<file path="src/rtl/riscv_pipe_pkg.sv">
// Shared types for the elastic pipeline-stage register and its users.
package riscv_pipe_pkg;

  // Occupancy state of the stage; encoding equals the number of held entries.
  typedef enum logic [1:0] {
    EMPTY = 2'd0,
    ONE   = 2'd1,
    TWO   = 2'd2
  } pipe_state_t;

  // Width of the occupancy count output.
  localparam int PIPE_COUNT_W = 2;
  typedef logic [PIPE_COUNT_W-1:0] pipe_count_t;

  // Example stage control bundle (EX/MEM), packed into CTRL_W at the instantiation site.
  typedef struct packed {
    logic       regw;
    logic [1:0] resultsrc;
    logic       memw;
    logic       trap;
    logic       csr_we;
    logic [9:0] rsvd;
  } ex_mem_ctrl_t;

  // Number of valid entries held in a given state.
  function automatic pipe_count_t count_of(input pipe_state_t s);
    return pipe_count_t'(s);
  endfunction

endpackage

</file>
<file path="src/rtl/riscv_pipe_slot.sv">
// One payload register (data + ctrl) with load and clear enables.
// Clear wins over load; ctrl is always zeroed on clear, data only if FLUSH_DATA=1.
module riscv_pipe_slot #(
  parameter int DATA_W     = 64,
  parameter int CTRL_W     = 16,
  parameter bit FLUSH_DATA = 1'b1
) (
  input  logic              clk,
  input  logic              rst,
  input  logic              load,
  input  logic              clear,
  input  logic [DATA_W-1:0] next_data,
  input  logic [CTRL_W-1:0] next_ctrl,
  output logic [DATA_W-1:0] data,
  output logic [CTRL_W-1:0] ctrl
);

  // Payload register: clear has priority, otherwise load captures the new beat.
  always_ff @(posedge clk or posedge rst) begin
    if (rst) begin
      data <= '0;
      ctrl <= '0;
    end else if (clear) begin
      ctrl <= '0;
      if (FLUSH_DATA) data <= '0;
    end else if (load) begin
      data <= next_data;
      ctrl <= next_ctrl;
    end
  end

endmodule

</file>
<file path="src/rtl/riscv_pipe_skidreg.sv">
// Elastic pipeline-stage register with a 2-entry skid buffer.
// Handshake: a beat transfers on a rising edge where valid and ready are both 1;
// once valid is raised with a payload, the payload stays stable until it transfers
// or is flushed. Upstream ready depends only on registered state, so no
// combinational path runs from downstream ready to upstream ready.
module riscv_pipe_skidreg
  import riscv_pipe_pkg::*;
#(
  parameter int DATA_W     = 64,
  parameter int CTRL_W     = 16,
  parameter bit FLUSH_DATA = 1'b1
) (
  input  logic              i_riscv_pipe_clk,
  input  logic              i_riscv_pipe_rst,
  input  logic              i_riscv_pipe_valid,
  output logic              o_riscv_pipe_ready,
  input  logic [DATA_W-1:0] i_riscv_pipe_data,
  input  logic [CTRL_W-1:0] i_riscv_pipe_ctrl,
  output logic              o_riscv_pipe_valid,
  input  logic              i_riscv_pipe_ready,
  output logic [DATA_W-1:0] o_riscv_pipe_data,
  output logic [CTRL_W-1:0] o_riscv_pipe_ctrl,
  input  logic              i_riscv_pipe_flush,
  output logic [1:0]        o_riscv_pipe_count
);

  pipe_state_t       state, state_nxt;
  logic              up_xfer, dn_xfer;
  logic              main_load, main_from_skid, skid_load;
  logic [DATA_W-1:0] skid_data, main_next_data;
  logic [CTRL_W-1:0] skid_ctrl, main_next_ctrl;

  // State-derived outputs: main valid whenever not EMPTY, skid valid only in TWO.
  assign o_riscv_pipe_valid = (state != EMPTY);
  assign o_riscv_pipe_ready = (state != TWO);
  assign o_riscv_pipe_count = count_of(state);

  assign up_xfer = i_riscv_pipe_valid & o_riscv_pipe_ready;
  assign dn_xfer = o_riscv_pipe_valid & i_riscv_pipe_ready;

  // State register.
  always_ff @(posedge i_riscv_pipe_clk or posedge i_riscv_pipe_rst) begin
    if (i_riscv_pipe_rst) state <= EMPTY;
    else                  state <= state_nxt;
  end

  // Next-state logic; flush overrides every handshake.
  always_comb begin
    state_nxt = state;
    if (i_riscv_pipe_flush) begin
      state_nxt = EMPTY;
    end else begin
      case (state)
        EMPTY:   if (up_xfer) state_nxt = ONE;
        ONE:     if (up_xfer && !dn_xfer) state_nxt = TWO;
                 else if (!up_xfer && dn_xfer) state_nxt = EMPTY;
        TWO:     if (dn_xfer) state_nxt = ONE;
        default: state_nxt = EMPTY;
      endcase
    end
  end

  // Slot enables: which register captures which beat this cycle.
  always_comb begin
    main_load      = 1'b0;
    main_from_skid = 1'b0;
    skid_load      = 1'b0;
    if (!i_riscv_pipe_flush) begin
      case (state)
        EMPTY: main_load = up_xfer;
        ONE: begin
          main_load = up_xfer & dn_xfer;
          skid_load = up_xfer & ~dn_xfer;
        end
        TWO: begin
          main_load      = dn_xfer;
          main_from_skid = 1'b1;
        end
        default: ;
      endcase
    end
  end

  assign main_next_data = main_from_skid ? skid_data : i_riscv_pipe_data;
  assign main_next_ctrl = main_from_skid ? skid_ctrl : i_riscv_pipe_ctrl;

  riscv_pipe_slot #(.DATA_W(DATA_W), .CTRL_W(CTRL_W), .FLUSH_DATA(FLUSH_DATA)) u_main (
    .clk       (i_riscv_pipe_clk),
    .rst       (i_riscv_pipe_rst),
    .load      (main_load),
    .clear     (i_riscv_pipe_flush),
    .next_data (main_next_data),
    .next_ctrl (main_next_ctrl),
    .data      (o_riscv_pipe_data),
    .ctrl      (o_riscv_pipe_ctrl)
  );

  riscv_pipe_slot #(.DATA_W(DATA_W), .CTRL_W(CTRL_W), .FLUSH_DATA(FLUSH_DATA)) u_skid (
    .clk       (i_riscv_pipe_clk),
    .rst       (i_riscv_pipe_rst),
    .load      (skid_load),
    .clear     (i_riscv_pipe_flush),
    .next_data (i_riscv_pipe_data),
    .next_ctrl (i_riscv_pipe_ctrl),
    .data      (skid_data),
    .ctrl      (skid_ctrl)
  );

endmodule

</file>
<file path="config.mk">
export PLATFORM = sky130hd
export DESIGN_NAME = riscv_pipe_skidreg
export DESIGN_NICKNAME = d
export VERILOG_FILES = /design/src/rtl/riscv_pipe_pkg.sv /design/src/rtl/riscv_pipe_slot.sv /design/src/rtl/riscv_pipe_skidreg.sv
export SDC_FILE = /design/constraint.sdc
export NUM_CORES = 1
export LEC_CHECK = 0
export ABC_AREA = 1
export CELL_PAD_IN_SITES_DETAIL_PLACEMENT = 1
export CELL_PAD_IN_SITES_GLOBAL_PLACEMENT = 1
export CORE_MARGIN = 2
export CORE_UTILIZATION = 36
export DETAILED_ROUTE_END_ITERATION = 12
export PLACE_DENSITY_LB_ADDON = 0.1
export REMOVE_ABC_BUFFERS = 1
export SETUP_SLACK_MARGIN = 0.02
export SKIP_CTS_REPAIR_TIMING = 1
export SYNTH_ARGS = -nofsm -noshare
export SYNTH_HDL_FRONTEND = slang
export SYNTH_SLANG_ARGS = --single-unit
</file>
<file path="constraint.sdc">
create_clock -name i_riscv_pipe_clk -period 6.59 [get_ports i_riscv_pipe_clk]
set_input_delay 0.659 -clock i_riscv_pipe_clk [delete_from_list [all_inputs] [get_ports i_riscv_pipe_clk]]
set_output_delay 0.659 -clock i_riscv_pipe_clk [all_outputs]
set_load 0.02 [all_outputs]
</file>
# Word level (Yosys, flattened, before mapping)
# Cells that the tools add are included.
[word_totals]
regBits = 162
[op_classes]
n_bitwise = 5
muxes = 22
reduce_logical = 9
eq_ne = 6
[op_table]
columns = ["cell", "count"]
rows = [
  ["64-bit two-way mux", 5],
  ["16-bit two-way mux", 5],
  ["2-bit two-way mux", 5],
  ["3-bit != test (second input constant)", 2],
  ["2-bit one-hot mux with 3 select lines", 1],
  ["2-bit nonzero test", 3],
  ["1-bit two-way mux", 5],
  ["1-bit AND", 4],
  ["4-bit != test (second input constant)", 1],
  ["1-bit one-hot mux with 3 select lines", 1],
  ["3-bit AND reduction", 1],
  ["2-bit by 1-bit equality test with 1-bit output (second input constant)", 1],
  ["2-bit equality test (second input constant)", 1],
  ["1-bit logical AND", 2],
  ["1-bit zero test", 2],
  ["2-bit zero test", 1],
  ["2-bit != test (second input constant)", 1],
  ["1-bit inverter", 1],
]

# Longest topological paths before layout
# Gate-level depths: netlist of run 1.
[depth]
word_depth = 8
depth_mapped = 8
mapped_depth_nobuf = 7

# By module
# A second synthesis of run 1 with hierarchy kept.
[unflattened]
hier_cells = 992
area_unflattened_um2 = 7706.1
[modules_own_cells]
columns = ["module", "seq_area_each_um2", "area_per_inst_um2", "instances", "cells_each"]
rows = [
  ["riscv_pipe_slot", 2001.9, 3199.3, 2, 348],
  ["riscv_pipe_skidreg", 50.0, 1307.5, 1, 296],
]

# Least setup slack after synthesis of run 1
# No wires, ideal clock.
[synth_path]
kind = "register -> register"
startpoint = "register state[1], in the netlist o_riscv_pipe_count[1]"
endpoint = "register u_main.ctrl[0]"
stages_incl_launch_ff = 9
setup_slack_ns = 5.082
n_path_buf = 1
t_required_ns = 6.473
t_arrival_ns = 1.391
cell_sequence = "dfrtp_1 inv_2 nand2_1 nand2_1 nand2_2 nor2_4 buf_4 nand2_1 nand2_1"
[synth_via]
elab_chain_cells = 6
[synth_rtl]
columns = ["item", "line", "source"]
rows = [
  ["start: declaration", "riscv_pipe_skidreg.sv:27", "pipe_state_t state, state_nxt;"],
  ["start signal: assignment", "riscv_pipe_skidreg.sv:44", "else state <= state_nxt;"],
  ["2-bit nonzero test *", "riscv_pipe_skidreg.sv:34", "assign o_riscv_pipe_valid = (state != EMPTY);"],
  ["named net o_riscv_pipe_valid", "riscv_pipe_skidreg.sv:19", "output logic o_riscv_pipe_valid,"],
  ["1-bit AND *", "riscv_pipe_skidreg.sv:39", "assign dn_xfer = o_riscv_pipe_valid & i_riscv_pipe_ready;"],
  ["1-bit AND", "riscv_pipe_skidreg.sv:72", "main_load = up_xfer & dn_xfer;"],
  ["1-bit one-hot mux with 3 select lines *", "riscv_pipe_skidreg.sv:69", "case (state)"],
  ["1-bit two-way mux *", "riscv_pipe_skidreg.sv:68", "if (!i_riscv_pipe_flush) begin"],
  ["2-bit nonzero test (no line) *", "n/a", ""],
  ["end signal: assignment", "riscv_pipe_slot.sv:28", "ctrl <= next_ctrl;"],
  ["end: declaration", "riscv_pipe_slot.sv:15", "output logic [CTRL_W-1:0] ctrl"],
]
# Mark *: on every way through the listed nets, which the timed path passes. The rest lies on a longest branch. The select of a mux whose other input is x is not followed.
# A chain may end at the register's enable or synchronous reset.

# Final worst setup path of run 1
[layout_path]
startpoint = "input port i_riscv_pipe_flush"
endpoint = "register u_skid.data[52]"
[layout_via]
elab_chain_cells = 2
[layout_rtl]
columns = ["item", "line", "source"]
rows = [
  ["start: declaration", "riscv_pipe_skidreg.sv:23", "input logic i_riscv_pipe_flush,"],
  ["1-bit two-way mux", "riscv_pipe_skidreg.sv:68", ""],
  ["2-bit nonzero test (no line)", "n/a", ""],
  ["end signal: assignment", "riscv_pipe_slot.sv:27", "data <= next_data;"],
  ["end: declaration", "riscv_pipe_slot.sv:14", "output logic [DATA_W-1:0] data,"],
]
# Several ways; a longest one is shown, not always the timed one.

==> results of run 1 <==
-- state kept, by name, indices dropped and copies added (netlist names) --
register and count:
o_riscv_pipe_count 2, u_skid.ctrl 16, u_main.ctrl 16, u_main.data 64, u_skid.data 64
-- layer usage --
layer	vias up	share of wire
met5	-	0
met3	19	0.039
met1	3134	0.48
met4	0	0.010
met2	123	0.47
li1	3258	-
-- through the flow --
stage | util | instances | hold slack (ns) | total power [µW]
after CTS | 0.4819 | 1393 | 0.4739 | 2478
after detailed placement | 0.4557 | 1362 | 0.4586 | 1558
after global placement | 0.4557 | 1362 | 0.4526 | 1552
final | 0.4819 | 1393 | 0.4696 | 2437
after global routing | 0.4819 | 1393 | 0.4896 | 2567
after floorplan | - | 916 | 0.4419 | 1324
-- power by group --
group	internal, µW	leakage [µW]	switching [µW]	total [µW]
Combinational	177	0.00251	254	431
Clock	483	0.000249	422	905
Sequential	1060	0.00221	40.6	1100
-- critical path: cells and delay by family --
kind	cells	cell delay [ns]
buf+inv	5	2.55
simple gates	3	0.38
-- placed cells by master (no fill, tap or decap) --
master and instances:
sky130_fd_sc_hd__clkinv_4 1, sky130_fd_sc_hd__clkdlybuf4s50_1 168, sky130_fd_sc_hd__dfrtp_1 162, sky130_fd_sc_hd__inv_1 82, sky130_fd_sc_hd__nor2_1 2, sky130_fd_sc_hd__nand2_1 492, sky130_fd_sc_hd__nor3_1 1, sky130_fd_sc_hd__nand3_1 82
sky130_fd_sc_hd__clkinv_2 4, sky130_fd_sc_hd__buf_4 8, sky130_fd_sc_hd__clkbuf_16 17, sky130_fd_sc_hd__nor2_4 2, sky130_fd_sc_hd__o21ai_0 49, sky130_fd_sc_hd__inv_2 3, sky130_fd_sc_hd__nand3_4 1, sky130_fd_sc_hd__o21ai_1 32
sky130_fd_sc_hd__nand4_1 1, sky130_fd_sc_hd__clkinvlp_4 5, sky130_fd_sc_hd__o22ai_1 1, sky130_fd_sc_hd__nand2_4 1, sky130_fd_sc_hd__inv_6 6, sky130_fd_sc_hd__a21oi_1 2, sky130_fd_sc_hd__nand2_2 1
-- cells by family after synthesis --
group / share of synthesized area
DFF: 0.5479
AOI/OAI and AO/OA: 0.05698
and+or+nand+nor: 0.3126
buffers and inverters: 0.08251
-- layout make-up --
cell class / count / area (µm²) / area share
clock inverters: 14 / 105.1 / 0.01078
repair buffers: 176 / 1742 / 0.1786
flip-flops and latches: 162 / 4054 / 0.4157
well taps: 270 / 337.8 / 0.03464
clock buffers: 17 / 425.4 / 0.04362
multi-input cells: 667 / 2755 / 0.2825
inverters: 87 / 332.8 / 0.03413
-- worst max path at each step --
stage / start / end / slack (ns) / cells after the start
final: i_riscv_pipe_flush / u_skid.data[52] / 3.28 / 8
after global routing: i_riscv_pipe_flush / u_skid.data[52] / 3.03 / 8
after CTS: i_riscv_pipe_flush / u_skid.data[52] / 3.21 / 8
after detailed placement: i_riscv_pipe_flush / u_skid.data[49] / 2.82 / 8
after global placement: i_riscv_pipe_flush / u_skid.data[9] / 2.90 / 8
after floorplan: i_riscv_pipe_rst / o_riscv_pipe_count[0] / 1.55 / 1
==> qor.json, run 1 <==
{
  "yosys.cell_types.count": {"value": 18},
  "critPathKind": {"value": "input pin to flip-flop"},
  "synth.area.top_cells": {"value": "sky130_fd_sc_hd__dfrtp_1, sky130_fd_sc_hd__nand2_1, sky130_fd_sc_hd__nand3_1"},
  "cts_root_buffer": {"value": "sky130_fd_sc_hd__clkbuf_16"},
  "period_needed": {"value": 3.307, "unit": "ns"},
  "synth_edf_count": {"value": 0},
  "final.setup.worst_slack": {"value": 3.283, "unit": "ns"},
  "rows": {"value": 52},
  "die-height": {"value": 147.4, "unit": "µm"},
  "detailedPlace.worstSlack": {"value": 2.816, "unit": "ns"},
  "setup.worst_path.start_class": {"value": "input pin"},
  "viasPerCell": {"value": 4.691},
  "grt_setup_unrepaired": {"value": "false"},
  "timing_worst_slew_pin_value": {"value": 1.033, "unit": "ns"},
  "grt.total_usage": {"value": 0.2027},
  "antenna_found_initial": {"value": 0},
  "static-leakage-power": {"value": 0.004965, "unit": "µW"},
  "global_route.usage.met2": {"value": 0.3371},
  "holdCritStartpoint": {"value": "u_skid.data[53]"},
  "r2r-start": {"value": "o_riscv_pipe_count[1]"},
  "regToRegSetupSlack": {"value": 3.53, "unit": "ns"},
  "worst_r2r_path_depth": {"value": 8},
  "synth.most_common_cell": {"value": "sky130_fd_sc_hd__nand2_1"},
  "synth.top_cells.by_count": {"value": "sky130_fd_sc_hd__nand2_1, sky130_fd_sc_hd__dfrtp_1, sky130_fd_sc_hd__inv_1, sky130_fd_sc_hd__nand3_1, sky130_fd_sc_hd__o21ai_0"},
  "max_slew_margin": {"value": 0.3115},
  "yosysSeqAreaShare": {"value": 0.5479},
  "worst_clock_skew": {"value": 0.01216, "unit": "ns"},
  "route.final.wire_length": {"value": 20630, "unit": "µm"},
  "crit_arrival": {"value": 3.66, "unit": "ns"},
  "yosys.area.top_type": {"value": "sky130_fd_sc_hd__dfrtp_1"},
  "report.final.setup_viol": {"value": 0},
  "timing.critical_path.mode_cell": {"value": "sky130_fd_sc_hd__nand2_1"},
  "tritoncts.num_buffers": {"value": 17},
  "peak_supply_drop": {"value": 0.1722, "unit": "mV"},
  "dr_total_vias": {"value": 6534},
  "fill_cells": {"value": 2461},
  "timing.critical_path.required": {"value": 6.95, "unit": "ns"},
  "groute.layer.met1.usage": {"value": 0.2730},
  "area_growth": {"value": 31.79, "unit": "%"},
  "crit_path_top_delay_cell": {"value": "sky130_fd_sc_hd__buf_4"},
  "wire_length_per_cell_after_detailed_routing": {"value": 14.81, "unit": "µm"},
  "clock_tree.htree_level_count": {"value": 4},
  "top_usage_layer": {"value": "met2"},
  "placement.cell_area": {"value": 0.009221, "unit": "mm²"},
  "holdPathStages": {"value": 2},
  "globalRoute.totalOverflow": {"value": 0},
  "synth.avg_cell_area": {"value": 7.597, "unit": "µm²"},
  "tritoncts": {"value": "yes"},
  "io_pins": {"value": 169},
  "clock_sink_count": {"value": 162},
  "post_synthesis_register_bit_count": {"value": 162},
  "syn-cell-area": {"value": 0.007400, "unit": "mm²"},
  "yosysTopAreaCellShare": {"value": 0.5479},
  "setup_tns_final": {"value": 0, "unit": "ns"},
  "powerDensity": {"value": 249.9, "unit": "mW/mm²"},
  "floorplan.initialDensity": {"value": 0.3657},
  "yosys_most_used_dff": {"value": "sky130_fd_sc_hd__dfrtp_1"},
  "die-width": {"value": 147.4, "unit": "µm"},
  "max_cap_viol_count": {"value": 0},
  "diodes": {"value": 0},
  "cts_max_path_buffers": {"value": 2},
  "dr.pass1.iters": {"value": 4},
  "drv_slew": {"value": 0},
  "post-route-cell-area": {"value": 0.009752, "unit": "mm²"},
  "num-nets-final": {"value": 1196},
  "r2r-end": {"value": "u_main.data[9]"},
  "gp_routability_congestion": {"value": 0.7873},
  "route.detailed.drc": {"value": 0},
  "use_met3": {"value": 0.04105},
  "io_buffers": {"value": 168},
  "area_of_the_die": {"value": 0.02172, "unit": "mm²"},
  "ys_async_sr_fraction": {"value": 1.000},
  "syn-instance-count": {"value": 974},
  "dp.final_hpwl": {"value": 12320, "unit": "µm"},
  "run_status": {"value": "finished clean"},
  "count_of_synthesis_stage_warnings_from_yosys": {"value": 0},
  "hold_violations": {"value": 0},
  "grt_pass1_vias": {"value": 6762},
  "worst-path-max-fanout": {"value": 85},
  "ant_nets": {"value": 0},
  "grt_first_pass_wirelength": {"value": 35000, "unit": "µm"},
  "timing.critical_path.cells": {"value": "clkdlybuf4s50_1 > clkinv_2 > buf_4 > nand2_1 > inv_2 > buf_4 > nand2_1 > nand2_1"},
  "timing.fmax": {"value": 302.4, "unit": "MHz"},
  "clock_insertion_delay_worst_skew": {"value": 0.43, "unit": "ns"},
  "period_share": {"value": 0.5018},
  "cp_slowest_stage_delay": {"value": 0.79, "unit": "ns"},
  "sink_of_the_worst_hold_path": {"value": "u_skid.data[53]"},
  "cp-end-kind": {"value": "flip-flop"},
  "floorplan.core_area": {"value": 0.02023, "unit": "mm²"},
  "hold_path.class": {"value": "flip-flop to flip-flop"},
  "path_clk_slew": {"value": 0.07, "unit": "ns"},
  "layout-drive-gt1-share": {"value": 0.04363},
  "drtIter0Drc": {"value": 247},
  "largest_net_degree_at_the_start_of_global_routing": {"value": 105}
}
Power figures use the tool's default switching activity.
==> run 2, diff against run 1 <==
--- a/config.mk
+++ b/config.mk
@@ -9,7 +9,7 @@
 export CELL_PAD_IN_SITES_DETAIL_PLACEMENT = 1
 export CELL_PAD_IN_SITES_GLOBAL_PLACEMENT = 1
 export CORE_MARGIN = 2
-export CORE_UTILIZATION = 36
+export CORE_UTILIZATION = 33
 export DETAILED_ROUTE_END_ITERATION = 12
 export PLACE_DENSITY_LB_ADDON = 0.1
 export REMOVE_ABC_BUFFERS = 1
==> constraint.sdc (replaced) <==
create_clock -name i_riscv_pipe_clk -period 2.8 [get_ports i_riscv_pipe_clk]
set_input_delay 0.28 -clock i_riscv_pipe_clk [delete_from_list [all_inputs] [get_ports i_riscv_pipe_clk]]
set_output_delay 0.28 -clock i_riscv_pipe_clk [all_outputs]
set_load 0.02 [all_outputs]
==> run 2 against run 1 <==
  * Clock power grew to 2.8 times the previous value
  * Worst setup slack worse by 2.6 ns
  * Global-route usage is 1.2 points lower
  * Combinational power is 150% higher
  * Clock-buffer cell count is 2 higher
  * Worst hold slack worse by 0.14 ns
  * Sequential cell count stayed put
  * Via count is 2.2% higher
  * Core utilization is 2.3 points lower
  * Routed wire length is 5.6% higher
  * Register-to-register slack worse by 2.5 ns
  * Final cell count is 1.4% higher
  * Largest power group unchanged
==> qor.json, run 2 (synthesis results as in run 1) <==
{
  "post-route-cell-area": {"value": 0.01004, "unit": "mm²", "change": "+3.0%"},
  "antenna_found_initial": {"value": 0, "change": "unchanged"},
  "rows": {"value": 54, "change": "+3.8%"},
  "grt.total_usage": {"value": 0.1907, "change": "-0.01192"},
  "largest_net_degree_at_the_start_of_global_routing": {"value": 81, "change": "-23%"},
  "io_buffers": {"value": 168, "change": "unchanged"},
  "ant_nets": {"value": 0, "change": "unchanged"},
  "max_slew_margin": {"value": 0.4185, "change": "+0.1070"},
  "grt_setup_unrepaired": {"value": "false"},
  "floorplan.core_area": {"value": 0.02189, "unit": "mm²", "change": "+8.2%"},
  "path_clk_slew": {"value": 0.06, "unit": "ns", "change": "about the same"},
  "report.final.setup_viol": {"value": 0, "change": "unchanged"},
  "io_pins": {"value": 169, "change": "unchanged"},
  "fill_cells": {"value": 2650, "change": "+7.7%"},
  "powerDensity": {"value": 613.3, "unit": "mW/mm²", "change": "+150%"},
  "dr_total_vias": {"value": 6679, "change": "+2.2%"},
  "post_layout_nonfiller_instances": {"value": 1413, "change": "+1.4%"},
  "placement.cell_area": {"value": 0.009414, "unit": "mm²", "change": "+2.1%"},
  "drv_slew": {"value": 0, "change": "unchanged"},
  "maxUsedRoutingLayer": {"value": "met4"},
  "cp-end-kind": {"value": "primary output"},
  "globalRoute.totalOverflow": {"value": 0, "change": "unchanged"},
  "hold_ws": {"value": 0.3294, "unit": "ns", "change": "-0.1402 ns"},
  "worst_clock_skew": {"value": 0.008804, "unit": "ns", "change": "-0.003359 ns"},
  "dp.final_hpwl": {"value": 13080, "unit": "µm", "change": "+6.1%"},
  "area_of_the_die": {"value": 0.02364, "unit": "mm²", "change": "+8.8%"},
  "die-height": {"value": 153.7, "unit": "µm", "change": "+4.3%"},
  "grt_first_pass_wirelength": {"value": 36040, "unit": "µm", "change": "+3.0%"},
  "peak_supply_drop": {"value": 0.3710, "unit": "mV", "change": "+120%"},
  "drtIter0Drc": {"value": 255, "change": "+3.2%"},
  "clock_tree.htree_level_count": {"value": 4, "change": "unchanged"},
  "route.final.wire_length": {"value": 21790, "unit": "µm", "change": "+5.6%"},
  "period_needed": {"value": 2.071, "unit": "ns"},
  "dr_wl_met2": {"value": 10260, "unit": "µm", "change": "+5.1%"},
  "setup.worst_path.start_class": {"value": "flip-flop"},
  "tritoncts.num_buffers": {"value": 17, "change": "unchanged"},
  "dp.cells": {"value": 1381, "change": "+1.4%"},
  "cts_max_path_buffers": {"value": 2, "change": "unchanged"},
  "m1WireLength": {"value": 10460, "unit": "µm", "change": "+6.1%"},
  "critPathKind": {"value": "flip-flop to primary output"},
  "route.detailed.drc": {"value": 0, "change": "unchanged"},
  "hold_violations": {"value": 0, "change": "unchanged"},
  "diodes": {"value": 0, "change": "unchanged"},
  "layout.cells.most_common_list": {"value": "sky130_fd_sc_hd__nand2_1, sky130_fd_sc_hd__clkdlybuf4s50_1, sky130_fd_sc_hd__dfrtp_1"},
  "max_cap_viol_count": {"value": 0, "change": "unchanged"},
  "cts_root_buffer": {"value": "sky130_fd_sc_hd__clkbuf_16"},
  "period_share": {"value": 0.7397},
  "wire_length_per_cell_after_detailed_routing": {"value": 15.42, "unit": "µm", "change": "+4.1%"},
  "clock_insertion_delay_worst_skew": {"value": 0.43, "unit": "ns", "change": "about the same"},
  "timing.critical_path.required": {"value": 2.52, "unit": "ns", "change": "-4.43 ns"},
  "layout.cells.most_common": {"value": "sky130_fd_sc_hd__nand2_1"},
  "die-width": {"value": 153.7, "unit": "µm", "change": "+4.3%"},
  "layout-drive-gt1-share": {"value": 0.05207, "change": "+0.008441"},
  "area_growth": {"value": 35.70, "unit": "%"},
  "tritoncts": {"value": "yes"},
  "floorplan.initialDensity": {"value": 0.3380, "change": "-0.02767"},
  "setup_tns_final": {"value": 0, "unit": "ns", "change": "unchanged"},
  "sequential_cell_area": {"value": 0.004054, "unit": "mm²", "change": "unchanged"},
  "static-leakage-power": {"value": 0.005103, "unit": "µW", "change": "+2.8%"},
  "hold_path.class": {"value": "input pin to async pin"},
  "met3WireLength": {"value": 859, "unit": "µm", "change": "+7.2%"},
  "dr.pass1.iters": {"value": 4, "change": "unchanged"},
  "viasPerCell": {"value": 4.727, "change": "+0.77%"},
  "grt_pass1_vias": {"value": 6849, "change": "+1.3%"},
  "worst-path-max-fanout": {"value": 8, "change": "-91%"},
  "gp_routability_congestion": {"value": 0.7287, "change": "-7.4%"},
  "clock_sink_count": {"value": 162, "change": "unchanged"},
  "timing_worst_slew_pin_value": {"value": 0.8723, "unit": "ns", "change": "-0.1605 ns"},
  "largest_registers": {"value": "u_main.data: 64 flops, u_skid.data: 64 flops"},
  "multi_input_area": {"value": 0.002755, "unit": "mm²", "change": "unchanged"},
  "num-nets-final": {"value": 1205, "change": "+0.75%"},
  "crit_arrival": {"value": 1.79, "unit": "ns", "change": "-1.87 ns"},
  "timing.fmax": {"value": 482.8, "unit": "MHz"},
  "run_status": {"value": "finished clean"}
}
[run 2: cell count changes in the layout (fill, tap and decap cells not counted)]
| cell | change |
|---|---|
| sky130_fd_sc_hd__buf_12 | +9 |
| sky130_fd_sc_hd__bufinv_16 | +3 |
| sky130_fd_sc_hd__clkinvlp_4 | -3 |
| sky130_fd_sc_hd__clkbuf_8 | +2 |
| sky130_fd_sc_hd__clkinv_2 | -2 |
| sky130_fd_sc_hd__clkinv_4 | +1 |
| sky130_fd_sc_hd__inv_6 | -1 |
| sky130_fd_sc_hd__inv_8 | +1 |
[run 2: final timing paths]
path | from | slack (ns) | depth (start not counted) | to
setup / recovery | o_riscv_pipe_count[1] | 0.73 | 3 | o_riscv_pipe_valid
hold / removal | i_riscv_pipe_rst | 0.33 | 2 | o_riscv_pipe_count[1]
setup reg to reg | o_riscv_pipe_count[1] | 1.07 | 7 | u_skid.data[56]
hold reg to reg | u_skid.ctrl[7] | 0.47 | 2 | u_skid.ctrl[7]
max in group asynchronous | i_riscv_pipe_rst | 1.79 | 3 | u_skid.ctrl[14]
min in group i_riscv_pipe_clk | i_riscv_pipe_data[1] | 0.42 | 3 | u_skid.data[1]
[run 2: layout make-up]
| cell class | count | area share |
|---|---|---|
| flip-flops and latches | 162 | 0.4037 |
| multi-input cells | 667 | 0.2744 |
| repair buffers | 185 | 0.1914 |
| clock buffers | 19 | 0.04511 |
| well taps | 280 | 0.03489 |
| inverters | 87 | 0.03315 |
| clock inverters | 13 | 0.01732 |
[run 2: power by group]
group          switching [µW]  total (µW)  internal, µW
clock                    1040        2510          1470
combinational             617        1060           446
sequential               94.6        2590          2490
[run 2: routing by layer]
layer  global-route usage  up-vias
met4              0.04849        0
met2               0.3139      116
li1                     -     3282
met1               0.2582     3265
met3              0.03946       16
met5                    0        -
[run 2: critical path, stage by stage, from the launching register on]
cell and delay [ns]:
sky130_fd_sc_hd__dfrtp_1 0.54, sky130_fd_sc_hd__inv_2 0.10, sky130_fd_sc_hd__nand2_1 0.12, sky130_fd_sc_hd__clkdlybuf4s50_1 0.61
[run 2: stage by stage]
stage	worst slack, ns	util	power (µW)
3_3_place_gp	0.6757	0.4300	3698
6_report	0.7289	0.4587	6159
3_5_place_dp	0.5983	0.4300	3710
4_1_cts	0.7098	0.4587	6238
5_1_grt	0.6541	0.4587	6439
2_1_floorplan	-1.857	-	3117
==> run 3, diff against run 2 <==
--- a/config.mk
+++ b/config.mk
@@ -9,7 +9,7 @@
 export CELL_PAD_IN_SITES_DETAIL_PLACEMENT = 1
 export CELL_PAD_IN_SITES_GLOBAL_PLACEMENT = 1
 export CORE_MARGIN = 2
-export CORE_UTILIZATION = 33
+export CORE_UTILIZATION = 36
 export DETAILED_ROUTE_END_ITERATION = 12
 export PLACE_DENSITY_LB_ADDON = 0.1
 export REMOVE_ABC_BUFFERS = 1
==> constraint.sdc (replaced) <==
create_clock -name i_riscv_pipe_clk -period 2.1 [get_ports i_riscv_pipe_clk]
set_input_delay 0.21 -clock i_riscv_pipe_clk [delete_from_list [all_inputs] [get_ports i_riscv_pipe_clk]]
set_output_delay 0.21 -clock i_riscv_pipe_clk [all_outputs]
set_load 0.02 [all_outputs]
==> run 3 against run 2 <==
  * Clock skew about the same
  * Critical path type unchanged
  * Clock power increased by 33%
  * Worst setup slack got worse by 0.53 ns
  * First-iteration DRC count decreased by 5.5%
  * Global-route usage increased by 1.0 points
  * Highest routed layer unchanged
  * Critical path depth unchanged
  * Routed wire length decreased by 3.4%
  * Largest power group unchanged
  * Register-to-register slack got worse by 0.60 ns
  * Final cell count decreased by 0.71%
==> qor.json, run 3 (synthesis results as in run 1) <==
{
  "cts_max_path_buffers": {"value": 2, "change": "unchanged"},
  "setup.worst_path.start_class": {"value": "flip-flop"},
  "cts_root_buffer": {"value": "sky130_fd_sc_hd__clkbuf_16"},
  "period_needed": {"value": 1.906, "unit": "ns"},
  "hold_violations": {"value": 0, "change": "unchanged"},
  "grt.total_usage": {"value": 0.2010, "change": "+0.01021"},
  "hold_ws": {"value": 0.09194, "unit": "ns", "change": "-0.2375 ns"},
  "powerDensity": {"value": 815.4, "unit": "mW/mm²", "change": "+33%"},
  "timing_worst_slew_pin_value": {"value": 0.4171, "unit": "ns", "change": "-0.4552 ns"},
  "globalRoute.totalOverflow": {"value": 0, "change": "unchanged"},
  "final.setup.worst_slack": {"value": 0.1942, "unit": "ns", "change": "-0.5347 ns"},
  "layout-drive-gt1-share": {"value": 0.05207, "change": "unchanged"},
  "clock_insertion_delay_worst_skew": {"value": 0.42, "unit": "ns", "change": "about the same"},
  "ant_nets": {"value": 0, "change": "unchanged"},
  "tritoncts.num_buffers": {"value": 17, "change": "unchanged"},
  "drtIter0Drc": {"value": 241, "change": "-5.5%"},
  "max_cap_viol_count": {"value": 0, "change": "unchanged"},
  "detailedPlace.worstSlack": {"value": 0.3116, "unit": "ns", "change": "-0.2868 ns"},
  "setup_tns_final": {"value": 0, "unit": "ns", "change": "unchanged"},
  "viasPerCell": {"value": 4.718, "change": "-0.19%"},
  "report.final.setup_viol": {"value": 0, "change": "unchanged"},
  "dr_total_vias": {"value": 6619, "change": "-0.90%"},
  "largest_net_degree_at_the_start_of_global_routing": {"value": 99, "change": "+22%"},
  "antenna_found_initial": {"value": 0, "change": "unchanged"},
  "drv_slew": {"value": 0, "change": "unchanged"},
  "diodes": {"value": 0, "change": "unchanged"},
  "peak_supply_drop": {"value": 0.4835, "unit": "mV", "change": "+30%"},
  "path_clk_slew": {"value": 0.06, "unit": "ns", "change": "about the same"},
  "crit_path_top_delay_cell": {"value": "sky130_fd_sc_hd__clkdlybuf4s50_1"},
  "layout.cells.most_common_list": {"value": "sky130_fd_sc_hd__nand2_1, sky130_fd_sc_hd__clkdlybuf4s50_1, sky130_fd_sc_hd__dfrtp_1"},
  "area_of_the_die": {"value": 0.02172, "unit": "mm²", "change": "-8.1%"},
  "clock_tree.htree_level_count": {"value": 4, "change": "unchanged"},
  "grt_first_pass_wirelength": {"value": 34620, "unit": "µm", "change": "-3.9%"},
  "num-nets-final": {"value": 1206, "change": "+0.083%"},
  "timing.fmax": {"value": 524.7, "unit": "MHz"},
  "wire_length_per_cell_after_detailed_routing": {"value": 15.00, "unit": "µm", "change": "-2.7%"},
  "floorplan.initialDensity": {"value": 0.3657, "change": "+0.02767"},
  "cp_slowest_stage_delay": {"value": 0.61, "unit": "ns", "change": "about the same"},
  "gp_routability_congestion": {"value": 0.7382, "change": "+1.3%"},
  "grt_setup_unrepaired": {"value": "false"},
  "die-height": {"value": 147.4, "unit": "µm", "change": "-4.1%"},
  "dp.final_hpwl": {"value": 12940, "unit": "µm", "change": "-1.1%"},
  "io_buffers": {"value": 168, "change": "unchanged"},
  "max_slew_margin": {"value": 0.7219, "change": "+0.3034"},
  "worst-path-max-fanout": {"value": 8, "change": "unchanged"},
  "worst_clock_skew": {"value": 0.009023, "unit": "ns", "change": "+0.0002195 ns"},
  "layout.cells.most_common": {"value": "sky130_fd_sc_hd__nand2_1"},
  "grt_pass1_vias": {"value": 6742, "change": "-1.6%"},
  "run_status": {"value": "finished clean"},
  "post-route-cell-area": {"value": 0.01008, "unit": "mm²", "change": "+0.41%"},
  "period_share": {"value": 0.9075},
  "multi_input_area": {"value": 0.002755, "unit": "mm²", "change": "unchanged"},
  "timing.critical_path.required": {"value": 1.89, "unit": "ns", "change": "-0.63 ns"},
  "cp-end-kind": {"value": "primary output"},
  "timing.critical_path.max_delay_family": {"value": "buffers and inverters"},
  "dr.pass1.iters": {"value": 4, "change": "unchanged"},
  "fill_cells": {"value": 2433, "change": "-8.2%"},
  "clock_sink_count": {"value": 162, "change": "unchanged"},
  "rows": {"value": 52, "change": "-3.7%"},
  "placement.cell_area": {"value": 0.009447, "unit": "mm²", "change": "+0.35%"},
  "timing.critical_path.cells": {"value": "inv_2 > nand2_1 > clkdlybuf4s50_1"},
  "largest_registers": {"value": "u_main.data: 64 flops, u_skid.data: 64 flops"},
  "crit_arrival": {"value": 1.70, "unit": "ns", "change": "-0.09 ns"},
  "die-width": {"value": 147.4, "unit": "µm", "change": "-4.1%"},
  "hold_path.class": {"value": "input pin to async pin"},
  "route.detailed.drc": {"value": 0, "change": "unchanged"},
  "floorplan.core_area": {"value": 0.02023, "unit": "mm²", "change": "-7.6%"},
  "sequential_cell_area": {"value": 0.004055, "unit": "mm²", "change": "about the same"},
  "tritoncts": {"value": "yes"},
  "area_growth": {"value": 36.25, "unit": "%"},
  "static-leakage-power": {"value": 0.005117, "unit": "µW", "change": "+0.28%"},
  "route.final.wire_length": {"value": 21050, "unit": "µm", "change": "-3.4%"},
  "critical_path_buf_inv_count": {"value": 2, "change": "unchanged"},
  "critPathKind": {"value": "flip-flop to primary output"},
  "io_pins": {"value": 169, "change": "unchanged"}
}
## run 3: cell count changes in the layout (fill, tap and decap cells not counted)
cell	delta
sky130_fd_sc_hd__clkinv_2	-1
sky130_fd_sc_hd__dfrtp_2	+1
sky130_fd_sc_hd__clkinvlp_4	+1
sky130_fd_sc_hd__buf_4	-2
sky130_fd_sc_hd__inv_8	-1
sky130_fd_sc_hd__clkbuf_1	+1
sky130_fd_sc_hd__inv_6	-2
sky130_fd_sc_hd__dfrtp_1	-1
sky130_fd_sc_hd__buf_12	+3
sky130_fd_sc_hd__bufinv_16	+1
## run 3: path summary, 6_finish.rpt
kind	endpoint	start	cells past startpoint	slack (ns)
min in group i_riscv_pipe_clk	u_skid.data[35]	i_riscv_pipe_data[35]	3	0.35
worst min register to register	u_skid.data[49]	u_skid.data[49]	2	0.47
max in group asynchronous	u_skid.data[52]	i_riscv_pipe_rst	3	1.43
worst max-delay path	o_riscv_pipe_valid	o_riscv_pipe_count[1]	3	0.19
worst min-delay path	u_main.ctrl[12]	i_riscv_pipe_rst	2	0.09
worst max register to register	u_main.data[46]	o_riscv_pipe_count[0]	8	0.47
## run 3: per-layer routing
| metal | wire, µm | global-route usage | up-vias |
|---|---|---|---|
| li1 | - | - | 3275 |
| met1 | 9987 | 0.2661 | 3212 |
| met2 | 10040 | 0.3374 | 120 |
| met3 | 811 | 0.04630 | 12 |
| met4 | 205 | 0.04712 | 0 |
| met5 | 0 | 0 | - |
## run 3: area by class of cell
| type | count | share of cell area |
|---|---|---|
| Clock buffer | 20 | 0.04530 |
| Sequential cell | 162 | 0.4022 |
| Tap cell | 270 | 0.03351 |
| Clock inverter | 11 | 0.01762 |
| Inverter | 87 | 0.03301 |
| Multi-Input combinational cell | 667 | 0.2733 |
| Timing Repair Buffer | 186 | 0.1951 |
## run 3: report_power, final
| part | internal (µW) | total, µW | switching [µW] |
|---|---|---|---|
| sequential | 3330 | 3450 | 126 |
| clock | 2060 | 3350 | 1290 |
| combinational | 609 | 1420 | 814 |
| total | 6000 | 8220 | 2230 |
## run 3: per-stage QoR
stage,utilization,cells,power (µW)
floorplan,-,916,4156
global placement,0.4669,1372,4932
detailed placement,0.4669,1372,4952
CTS,0.4982,1403,8348
global route,0.4983,1403,8607
finish,0.4983,1403,8221
